<file path="config.mk">
export PLATFORM = sky130hd
export DESIGN_NAME = alu_flags_reg
export DESIGN_NICKNAME = d
export VERILOG_FILES = /design/src/rtl/alu_flags_reg.sv
export SDC_FILE = /design/constraint.sdc
export NUM_CORES = 1
export LEC_CHECK = 0
export ABC_AREA = 1
export BUFFER_PORTS_ARGS = -buffer_cell sky130_fd_sc_hd__buf_4
export CAP_MARGIN = 25
export CORE_UTILIZATION = 36
export CTS_BUF_LIST = sky130_fd_sc_hd__clkbuf_4
export CTS_CLUSTER_SIZE = 10
export DETAILED_ROUTE_END_ITERATION = 10
export PLACE_DENSITY = 0.86
export SLEW_MARGIN = 20
export SYNTH_ARGS = -nofsm -noshare
export SYNTH_HDL_FRONTEND = slang
export SYNTH_SLANG_ARGS = --single-unit
export TNS_END_PERCENT = 5
</file>
<file path="constraint.sdc">
create_clock -name clk -period 2.7 [get_ports clk]
set_input_delay 0.405 -clock clk [delete_from_list [all_inputs] [get_ports clk]]
set_output_delay 0.405 -clock clk [all_outputs]
set_load 0.01 [all_outputs]
</file>
<file path="src/rtl/alu_flags_reg.sv">
// Registered ALU status flags {N,Z,C,V} with a sticky overflow bit and a
// saturating overflow event counter, parametrised on datapath width.
module alu_flags_reg #(
   parameter int N     = 32,
   parameter int CNT_W = 8
) (
   input  logic             clk,
   input  logic             rst,
   input  logic [1:0]       AluControl_in,
   input  logic [N-1:0]     a_i,
   input  logic [N-1:0]     b_i,
   input  logic [N-1:0]     Sum,
   input  logic             carry_i,
   input  logic             flag_we,
   input  logic             sticky_clr,
   output logic [3:0]       flags_o,
   output logic             v_sticky_o,
   output logic [CNT_W-1:0] ovf_count_o,
   output logic             flags_valid_o
);

   typedef enum logic [1:0] {
      OP_ADD = 2'b00,
      OP_SUB = 2'b01,
      OP_AND = 2'b10,
      OP_OR  = 2'b11
   } alu_op_e;

   logic             sign_a, sign_b, sign_s;
   logic             n_flag, z_flag, c_flag, v_flag;
   logic             ovf_evt;
   logic             sticky_base;
   logic [CNT_W-1:0] count_base;

   logic [3:0]       flags_d, flags_q;
   logic             v_sticky_d, v_sticky_q;
   logic [CNT_W-1:0] ovf_count_d, ovf_count_q;
   logic             flags_valid_d, flags_valid_q;

   // Only the sign bits of the operands matter for overflow detection.
   logic             unused_operand_bits;
   assign unused_operand_bits = ^{a_i[N-2:0], b_i[N-2:0]};

   always_comb begin
      sign_a = a_i[N-1];
      sign_b = b_i[N-1];
      sign_s = Sum[N-1];
      n_flag = sign_s;
      z_flag = (Sum == '0);
      c_flag = 1'b0;
      v_flag = 1'b0;
      case (alu_op_e'(AluControl_in))
         OP_ADD: begin
            c_flag = carry_i;
            v_flag = ~(sign_a ^ sign_b) & (sign_a ^ sign_s);
         end
         OP_SUB: begin
            c_flag = carry_i;
            v_flag = (sign_a ^ sign_b) & (sign_a ^ sign_s);
         end
         default: begin
            c_flag = 1'b0;
            v_flag = 1'b0;
         end
      endcase
   end

   always_comb begin
      flags_d       = flags_q;
      flags_valid_d = 1'b0;
      ovf_evt       = 1'b0;
      if (flag_we) begin
         flags_d       = {n_flag, z_flag, c_flag, v_flag};
         flags_valid_d = 1'b1;
         ovf_evt       = v_flag;
      end
      // Clear is applied before the new event, so clear+overflow yields 1.
      sticky_base = sticky_clr ? 1'b0 : v_sticky_q;
      count_base  = sticky_clr ? '0   : ovf_count_q;
      v_sticky_d  = sticky_base | ovf_evt;
      if (ovf_evt && (count_base != '1)) begin
         ovf_count_d = count_base + CNT_W'(1);
      end else begin
         ovf_count_d = count_base;
      end
   end

   always_ff @(posedge clk) begin
      if (rst) begin
         flags_q       <= '0;
         v_sticky_q    <= 1'b0;
         ovf_count_q   <= '0;
         flags_valid_q <= 1'b0;
      end else begin
         flags_q       <= flags_d;
         v_sticky_q    <= v_sticky_d;
         ovf_count_q   <= ovf_count_d;
         flags_valid_q <= flags_valid_d;
      end
   end

   assign flags_o       = flags_q;
   assign v_sticky_o    = v_sticky_q;
   assign ovf_count_o   = ovf_count_q;
   assign flags_valid_o = flags_valid_q;

endmodule

</file>
Word-level counts from Yosys, hierarchy flattened --
Index checks and enable logic that the tools add are counted. Widths: inputs -> output; s select.
Storage, ports and cells: bits in registers 14, input bits 103, output and inout port bits 14, word-level logic and storage cells 24
Cells by class: $add $sub $neg 1, equality and inequality tests 2, muxes and demuxes 7, bitwise operators 6, reductions and logical operators 4
Operators by type and width (count):
- $logic_not 32->1 | 1
- $mux 8 | 2
- $add 8x1->8 const B | 1
- $ne 8x8->1 const B | 1
- $mux 1 | 4
- $and 1x1->1 | 2
- $eq 2x1->1 const B | 1
- $logic_not 2->1 | 1
- $pmux 1 s2 | 1
- $reduce_or 2->1 | 1
- $xor 1x1->1 | 2
- $logic_and 1x1->1 | 1
- $not 1->1 | 1
- $or 1x1->1 | 1

Logic depth before layout (Yosys ltp) --
depth after elaboration 7, depth in mapped cells 12, depth with buffers taken out 12

Worst setup path after synthesis --
Ideal clock, no wire load.
kind register to register, start point register ovf_count_q[0], in the netlist ovf_count_o[0], end point register ovf_count_q[0], in the netlist ovf_count_o[0], data arrival time 1382 ps, path slack 1206 ps, cell stages (with the launch flop) 11, path through dfxtp_1 > inv_1 > nor2_1 > ha_1 > nand2_1 > nor2_4 > nand2_4 > nor2_4 > nor2_8 > nor2_1 > nor2_1
On the way: cells in the longest elaborated chain, start to end 4, elaborated cells between the ends (all ways) 5
RTL lines:
- start: declaration | line 37 | logic [CNT_W-1:0] ovf_count_d, ovf_count_q;
- start signal: assignment | line 97 | ovf_count_q <= ovf_count_d;
- $mux 8 * | line 79 | count_base = sticky_clr ? '0 : ovf_count_q;
- parallel branches: the longest is 2 deep, another holds $add 8x1->8
- $mux 8 * | line 81 | if (ovf_evt && (count_base != '1)) begin
Every way passes the cells marked *. A chain may end at the register's enable or synchronous reset.

Worst setup path after layout --
start point register ovf_count_q[0], in the netlist ovf_count_o[0], end point register ovf_count_q[5], in the netlist ovf_count_o[5]
The elaborated chain is that of the path after synthesis.

==> results.json <==
{
  "numClockSinks": 14,
  "die_h_um": 53.4,
  "grt_pass1_vias": 1089,
  "seq_area_sq_um": 280,
  "grt_antenna_before_repair": 0,
  "gp_congestion": 0.828,
  "slew_headroom": 0.831,
  "comb_power_share": 0.222,
  "area_growth_pct": 48.9,
  "multi_input_area_sq_um": 601,
  "worst-path-max-fanout": 5,
  "cts_hold_buf": 0,
  "setup.worst_path.class": "register to register",
  "worstReg2RegStart": "ovf_count_o[0]$_SDFF_PP0_",
  "cpPeakStageDelay_ns": 0.36,
  "period_share": 0.606,
  "slowest_stage": "dfxtp_1",
  "viasPerCell": 4.69,
  "drive_above_1_share": 0.329,
  "crit_path_end_kind": "register",
  "p_int_uw": 318,
  "die_x_um": 53.4,
  "worstMarginPinSlew_ns": 0.253,
  "p_switching_uw": 116,
  "holdWs_ns": 0.370,
  "ys_types": 23,
  "grt_max_degree": 12,
  "max_freq_mhz": 611,
  "drv_slew": 0,
  "status": "finished, final reports clean",
  "crit_path_cell_trace": "inv_1 > nor2_1 > ha_1 > nand2_1 > nor2_4 > nand3b_1 > nand3_1 > nand2_1 > a21oi_1",
  "p_sw_frac": 0.267,
  "grt_pass1_wl_um": 4000,
  "drtIter0Drc": 18,
  "place_ws_ns": 0.897,
  "coreArea_sq_mm": 0.00248,
  "reg2reg_depth": 9,
  "hold_path_class": "primary input to register",
  "fin_crit_ns": 1.64,
  "drt-total-wl_um": 2280,
  "cts_root_buf": "clkbuf_4",
  "drc": 0,
  "pwr-share-clk": 0.289,
  "ys_seq_elements": 14,
  "finalHoldViolCount": 0,
  "setup_ws_ns": 1.06,
  "ctsHtreeMaxLevel": 1,
  "num_vias": 1126,
  "fp-row-count": 18,
  "finalPower_uw": 434,
  "numPlacedInstances": 236,
  "dieArea_sq_mm": 0.00285,
  "post_cts_buffers": 0,
  "cts_buffers": 3,
  "reg2reg_slack_ns": 1.06,
  "fin_cells": 240,
  "finalSetupViolCount": 0,
  "final.setup_skew_ns": 0.00191,
  "synth_fp_nets": 257,
  "start_util": 0.384,
  "p_leak_uw": 0.000686,
  "fill_cells": 255,
  "yosysWarnings": 0,
  "cp-endpoint": "ovf_count_o[5]$_SDFF_PP0_",
  "cpMostUsedCell": "nand2_1",
  "ir_drop_mv": 0.195,
  "syn_area_per_cell_sq_um": 6.22,
  "min-delay-start": "rst",
  "grt-ovfl-total": 0,
  "insertion_delay_ns": 0.28,
  "timing.rr.end": "ovf_count_o[5]$_SDFF_PP0_",
  "pwr-share-seq": 0.490,
  "postRouteAntennaNets": 0,
  "ios": 117,
  "cts_tree": "done",
  "maxCapViolations": 0,
  "place_hpwl_um": 1880,
  "syn_area_sq_um": 951,
  "cp-startpoint": "ovf_count_o[0]$_SDFF_PP0_",
  "diodes": 0,
  "ys_seq_area_frac": 0.295,
  "clk_path_buf_depth": 2,
  "cts_resized": 0,
  "startpoint_type": "register",
  "crit_required_ns": 2.92,
  "rsz0062_at_grt": "false",
  "p_per_area_mw_per_mm2": 306,
  "syn-instance-count": 153,
  "final_nets": 315,
  "firstDrtPassIters": 4,
  "cp.arrival_ns": 1.86,
  "track_usage": 0.187,
  "portBuffers": 54,
  "path_clk_slew_ns": 0.09,
  "setup_tns_ns": 0,
  "wl_per_cell_um": 9.51
}
-- layout make-up --
cell class                 count  area share
multi-input combinational    121       0.424
inverter                      17      0.0468
tap                           30      0.0265
clock buffer                   3      0.0159
timing repair buffer          54       0.286
clock inverter                 1     0.00265
sequential                    14       0.198
-- power groups by stage --
| stage | sequential [uW] | combinational (uW) | clock [uW] |
|---|---|---|---|
| after global placement | 217 | 95.2 | 0 |
| after detailed placement | 217 | 96.8 | 0 |
| after global routing | 213 | 107 | 144 |
| final | 212 | 96.2 | 125 |
| after CTS | 212 | 97.0 | 125 |
| after floorplan | 219 | 35.3 | 0 |
-- worst max-delay path: cells and delay by family, from the launching register on --
kind | cells | cell delay, ns
and+or+nand+nor | 6 | 0.80
DFF | 1 | 0.36
adders and majority gates | 1 | 0.21
AOI/OAI and AO/OA | 1 | 0.14
buffers and inverters | 1 | 0.05
-- kinds of logic after synthesis --
kind of cell / synth area share
AO/OA/AOI/OAI: 0.0631
XOR/XNOR: 0.0184
adder cells (fa/ha/maj): 0.0132
buffers and inverters: 0.0737
flip-flops: 0.295
AND/OR/NAND/NOR: 0.537
-- cell usage in the layout (no fill, tap or decap) --
master,n
nor2_1,35
xnor2_1,1
nand2_2,2
o21ai_1,1
a21oi_1,10
nand2_4,2
inv_4,1
dfxtp_1,14
clkbuf_4,3
inv_2,1
ha_1,1
nand3_4,1
inv_1,15
clkinv_1,1
nor3_1,1
nor2_2,1
nand4_1,4
xor2_1,1
nand3b_1,3
nor2_8,1
nand3_1,12
nand2_1,41
o21ai_0,1
buf_4,54
nor2_4,3
-- registers in the layout, summed over array words and instances, names as in the netlist --
name,cells
flags_o,4
ovf_count_o,8
v_sticky_o,1
flags_valid_o,1
-- Yosys cell counts, drive strengths merged --
cell type  number  area, sq um
a21oi          10         50.1
clkbuf          1         3.75
dfxtp          14          280
ha              1         12.5
inv            17         66.3
nand2          45          189
nand3          13         77.6
nand3b          3         22.5
nand4           4         25.0
nor2           40          191
nor3            1         5.00
o21ai           2         10.0
xnor2           1         8.76
xor2            1         8.76
-- stage by stage --
stage               utilization  instance area [sq um]
CTS                       0.572                   1420
detailed placement        0.561                   1390
floorplan                     -                    951
global route              0.572                   1420
finish                    0.572                   1420
global placement          0.561                   1390
-- layer usage --
layer,GRT usage,share of wire,wire [um],up-vias
met3,0.0316,0.066,151,4
met4,0.0702,0.013,29,0
met1,0.227,0.46,1060,484
li1,-,-,-,597
met2,0.321,0.46,1040,41
met5,0,0,0,-
-- worst min-delay path by stage --
stage	endpoint	cells after the start	slack, ns
detailed placement	v_sticky_o$_SDFF_PP0_	2	0.46
global placement	flags_o[1]$_SDFFE_PP0P_	2	0.45
finish	ovf_count_o[3]$_SDFF_PP0_	2	0.37
CTS	ovf_count_o[3]$_SDFF_PP0_	2	0.37
floorplan	v_sticky_o$_SDFF_PP0_	2	0.49
global route	flags_o[0]$_SDFFE_PP0P_	2	0.35
Note: power is estimated with default switching activity, not from simulation.
